`src/rtl/regfile_scoreboard.sv`:
```
// regfile_scoreboard
// ------------------
// A 32 x 32-bit MIPS general-purpose register file with a per-register busy
// scoreboard. Decode uses it to read operands and to stall on RAW hazards.
// Register ZERO_REG always reads as zero and never goes busy. Writeback data
// is bypassed to both read ports in the same cycle it is written.
//
// Ports:
//   clk        system clock; all state updates on the rising edge
//   reset      asynchronous, active-high; clears all registers and busy bits
//   ra1/ra2    read port addresses
//   rd1/rd2    read port data (combinational, with writeback bypass)
//   rdy1/rdy2  read port operand ready (register not pending)
//   we/wa/wd   writeback enable, address and data
//   set_busy   issue strobe: mark busy_addr as pending
//   busy_addr  destination register of the issuing instruction
//   flush      pipeline flush: clear all busy bits
//   any_busy   OR of all busy bits (registered state only)
module regfile_scoreboard #(
  parameter int DW       = 32,
  parameter int AW       = 5,
  parameter int ZERO_REG = 0
) (
  input  logic          clk,
  input  logic          reset,
  input  logic [AW-1:0] ra1,
  output logic [DW-1:0] rd1,
  output logic          rdy1,
  input  logic [AW-1:0] ra2,
  output logic [DW-1:0] rd2,
  output logic          rdy2,
  input  logic          we,
  input  logic [AW-1:0] wa,
  input  logic [DW-1:0] wd,
  input  logic          set_busy,
  input  logic [AW-1:0] busy_addr,
  input  logic          flush,
  output logic          any_busy
);

  localparam int NumRegs = 2 ** AW;
  localparam logic [AW-1:0] ZeroAddr = AW'(ZERO_REG);

  logic [DW-1:0]      regs_q [NumRegs];
  logic [NumRegs-1:0] busy_q;
  logic [NumRegs-1:0] busy_d;

  logic writeValid;
  logic setValid;

  assign writeValid = we && (wa != ZeroAddr);
  assign setValid   = set_busy && (busy_addr != ZeroAddr);

  // Register storage. Writes to the zero register are dropped so it stays 0.
  always_ff @(posedge clk or posedge reset) begin
    if (reset) begin
      for (int i = 0; i < NumRegs; i++) begin
        regs_q[i] <= '0;
      end
    end else if (writeValid) begin
      regs_q[wa] <= wd;
    end
  end

  // Busy next state. The clear from writeback is applied before the set from
  // issue so that a newer instruction targeting the same register keeps it
  // pending. Flush squashes everything, including a same-cycle issue.
  always_comb begin
    busy_d = busy_q;
    if (flush) begin
      busy_d = '0;
    end else begin
      if (writeValid) begin
        busy_d[wa] = 1'b0;
      end
      if (setValid) begin
        busy_d[busy_addr] = 1'b1;
      end
    end
  end

  always_ff @(posedge clk or posedge reset) begin
    if (reset) begin
      busy_q <= '0;
    end else begin
      busy_q <= busy_d;
    end
  end

  // Read ports: zero register first, then writeback bypass, then storage.
  // A bypassed operand is ready even if its busy bit is still set.
  always_comb begin
    rd1  = regs_q[ra1];
    rdy1 = !busy_q[ra1];
    if (ra1 == ZeroAddr) begin
      rd1  = '0;
      rdy1 = 1'b1;
    end else if (we && (wa == ra1)) begin
      rd1  = wd;
      rdy1 = 1'b1;
    end
  end

  always_comb begin
    rd2  = regs_q[ra2];
    rdy2 = !busy_q[ra2];
    if (ra2 == ZeroAddr) begin
      rd2  = '0;
      rdy2 = 1'b1;
    end else if (we && (wa == ra2)) begin
      rd2  = wd;
      rdy2 = 1'b1;
    end
  end

  assign any_busy = |busy_q;

endmodule

```
`config.mk`:
```
export PLATFORM = sky130hd
export DESIGN_NAME = regfile_scoreboard
export DESIGN_NICKNAME = d
export VERILOG_FILES = /design/src/rtl/regfile_scoreboard.sv
export SDC_FILE = /design/constraint.sdc
export NUM_CORES = 2
export LEC_CHECK = 0
export ABC_AREA = 0
export CORE_MARGIN = 2
export CORE_UTILIZATION = 35
export CTS_BUF_LIST = sky130_fd_sc_hd__clkbuf_2 sky130_fd_sc_hd__clkbuf_4 sky130_fd_sc_hd__clkbuf_8
export DETAILED_ROUTE_END_ITERATION = 10
export SLEW_MARGIN = 15
export SYNTH_ARGS = -nofsm -noshare
export SYNTH_HDL_FRONTEND = slang
export SYNTH_SLANG_ARGS = --single-unit
```
`constraint.sdc`:
```
create_clock -name clk -period 102.4 [get_ports clk]
set_clock_uncertainty 0.05 [all_clocks]
set_input_delay 30.72 -clock clk [delete_from_list [all_inputs] [get_ports clk]]
set_output_delay 30.72 -clock clk [all_outputs]
set_load 0.03 [all_outputs]
```
==> results.md <==
- CTS max path bufs: 3
- CP Class: in -> out
- TritonCTS clock tree: done
- Vias/cell: 6.156
- Endpoints failing hold: 0
- Synth warn: 0
- Port buffer count: 123
- Outcome: finished, final reports clean
- Initial Util: 0.3514
- Num CTS Buffers: 181
- Overall die height: 405.0 microns
- PwrDens: 19.09 mW/mm^2
- Area of the multi-input gates: 0.02827 sq mm
- Core box area: 0.1602 sq mm
- Setup TNS: 0 ns
- Number of setup buffers added after CTS: 0
- Largest net degree at the start of global routing: 128
- Fillers: 14960
- Worst slew pin tran: 1.255 ns
- Root Driver: clkbuf_8
- # rows: 147
- Most used cell, CP: buf_4
- Detailed Place HPWL: 101900 microns
- Slowest stage cell, crit path: buf_4
- Startpoint Class: input port
- ANT nets after route: 0
- Top_reg_cell synth: dfrtp_1
- Resized Gates After CTS: 0
- Layout cell share with drive strength beyond 1: 0.4758
- DIE WIDTH: 405.0 microns
- Syn-to-layout area delta: 12.31%
- First-pass GRT wire length: 283500 microns
- Die Area: 0.1640 sq mm
- Hold crit path type: reg -> reg
- Arr. time, crit path: 35.92 ns
- Leak Pwr: 0.02719 uW
- Grt total ovfl: 0
- Clk slew on worst S/H paths: 0.06 ns
- GPL Wtd Cong: 0.7833
- Period minus WS final: 66.69 ns
- Post-CTS Hold Fix Bufs: 0
- Peak VDD IR: 0.00001568 V
- Maxcap violations: 0
- Final worst slack: 35.71 ns
- First-pass DRT Iterations: 6
- Clk sinks: 1056
- Routed WL per cell: 31.73 microns
- Final setup vio count: 0
- DRC Markers: 0
- Synth cell types: 50
- Async SR Flop Fraction: 1.000
- Period utilization: 0.6512
- Drt total wl: 195400 microns
- Place WS: 35.64 ns
- Vias in the first global route: 38770
- CP Max Fanout: 52
- Initial antenna violation count: 11
- Slew HR: 0.1616
- Synthesized cell area: 0.05629 sq mm
- Fmax: 0.01500 GHz
- Register Area: 0.02643 sq mm
- Power Total: 1207 uW
- H-tree lvl count: 4
- Final Net Count: 3917
- Critical Path RT: 71.63 ns
- Cells after Synth: 3902
- Syn Area/Cell: 14.43 sq um
- Initial DRC Count: 3489
- Final Max Tran Viols: 0
- Clock latency at the later pin of the worst-skew pair: 0.87 ns
- Critical path cell sequence: buf_8 > buf_4 > buf_4 > buf_4 > mux4_2 > a22oi_1 > a21oi_1 > o22ai_1 > nor2_1 > clkdlybuf4s50_1
- Boundary Pins: 124
- Synth Register Bits: 1056
- Gr usage total: 0.2377
- Crit. End Element: primary output
- Post-Syn Nets: 3959
- Post-synth EDFFs: 0
- RSZ-0062 raised after global routing: false
- Seq/Total Area, Yosys: 0.4695
- Via count: 37910
- Worst path max stage delay: 0.93 ns
-- Yosys cell counts, types with 2 or more instances --
master / count / share of area
mux2i_1: 230 / 0.041
inv_2: 2 / 0.00013
a22oi_1: 156 / 0.021
nor2b_1: 16 / 0.0018
nor2_1: 64 / 0.0043
buf_2: 111 / 0.0099
a221o_1: 10 / 0.0018
and2_1: 5 / 0.00056
o211ai_1: 16 / 0.0021
or2_2: 4 / 0.00044
buf_4: 8 / 0.0011
a21oi_1: 60 / 0.0053
buf_1: 59 / 0.0039
nand2_1: 53 / 0.0035
and3b_1: 2 / 0.00031
a22o_1: 44 / 0.0068
inv_1: 4 / 0.00027
nand4b_1: 3 / 0.00047
a211oi_1: 45 / 0.0060
nor3_1: 7 / 0.00062
o221ai_1: 32 / 0.0050
o21ai_0: 43 / 0.0038
xnor2_1: 2 / 0.00031
o22a_1: 3 / 0.00047
buf_6: 6 / 0.0012
a221oi_1: 23 / 0.0036
nor3b_1: 3 / 0.00040
mux2_2: 993 / 0.20
nor4_1: 11 / 0.0012
o22ai_1: 68 / 0.0076
a32oi_1: 6 / 0.00093
nand4_1: 2 / 0.00022
clkbuf_1: 263 / 0.018
a2111oi_0: 3 / 0.00047
nand2b_1: 7 / 0.00078
xor2_1: 8 / 0.0012
and3_1: 9 / 0.0010
mux4_2: 426 / 0.17
dfrtp_1: 1056 / 0.47
nand3_1: 25 / 0.0022
nand3b_1: 5 / 0.00067
-- worst max-delay path: cells and delay by family --
| family | cells | cell delay (ns) |
|---|---|---|
| and+or+nand+nor | 1 | 0.44 |
| AOI/OAI and AO/OA | 3 | 0.50 |
| muxes | 1 | 0.37 |
| buffers and inverters | 5 | 3.79 |
-- where the power goes --
group	leakage (uW)	total, uW	internal, uW	switching [uW]
logic	0.0116	247	141	106
registers	0.0136	551	494	57.2
clock network	0.00202	408	227	181
total	0.0272	1210	862	344
-- cell type report --
class,instances,share of cell area
multi-input cells,2393,0.4472
flip-flops and latches,1056,0.4180
clock buffers,288,0.05647
well taps,2160,0.04275
repair buffers,222,0.03096
clock inverters,26,0.003780
inverters,6,0.0004948
diodes,7,0.0002771
-- layer usage --
| layer | global-route usage | vias to the layer above | wire length [microns] |
|---|---|---|---|
| li1 | - | 15150 | - |
| met1 | 0.3183 | 20680 | 81700 |
| met2 | 0.3799 | 1656 | 92140 |
| met5 | 0 | - | 63 |
| met4 | 0.08903 | 10 | 7212 |
| met3 | 0.04934 | 407 | 14260 |
-- per-stage QoR --
stage	cell area [sq um]	utilization	instances	hold WS (ns)
6_report	63210	0.3946	6158	0.3455
5_1_grt	63210	0.3946	6155	0.3590
4_1_cts	63220	0.3946	6151	0.3458
3_5_place_dp	59410	0.3708	5837	0.3333
3_3_place_gp	59410	0.3708	5837	0.3270
2_1_floorplan	56290	-	3902	0.3913
-- cells in the final DEF, fill, tap and decap left out, types with 45 or more instances in the layout --
cell type | Yosys | routed
dfrtp_1 | 1056 | 1056
mux2_2 | 993 | 993
mux4_2 | 426 | 426
mux2i_1 | 230 | 230
clkbuf_8 | 0 | 225
a22oi_1 | 156 | 156
clkdlybuf4s50_1 | 0 | 110
buf_4 | 8 | 101
o22ai_1 | 68 | 68
clkbuf_4 | 0 | 63
a21oi_1 | 60 | 60
nor2_1 | 64 | 48
a211oi_1 | 45 | 45
-- path summary, 6_finish.rpt --
| path | to | cells past startpoint | start | slack [ns] |
|---|---|---|---|---|
| max | rd2[24] | 10 | ra2[0] | 35.71 |
| min in group asynchronous | busy_q[10]$_DFF_PP0_ | 2 | reset | 30.38 |
| min reg2reg | regs_q[1018]$_DFFE_PP0P_ | 0 | regs_q[1018]$_DFFE_PP0P_ | 0.35 |
| max in group asynchronous | regs_q[310]$_DFFE_PP0P_ | 5 | reset | 68.65 |
| min | regs_q[1018]$_DFFE_PP0P_ | 0 | regs_q[1018]$_DFFE_PP0P_ | 0.35 |
| max reg2reg | busy_q[25]$_DFF_PP0_ | 3 | busy_q[25]$_DFF_PP0_ | 101.44 |
-- state kept, by name, indices dropped and copies added (netlist names) --
| name | flops |
|---|---|
| busy_q | 32 |
| regs_q | 1024 |
-- kinds of logic (layout without fill, tap and decap cells) --
group                     Yosys count  in the layout  synth area share
AOI/OAI and AO/OA                 513            513           0.06535
xor gates and xnor gates           10             10          0.001556
buffers and inverters             453            542           0.03401
DFF                              1056           1056            0.4695
muxes                            1650           1650            0.4102
other                               0              7                 0
and+or+nand+nor                   220            220           0.01941
Power figures use the tool's default switching activity.
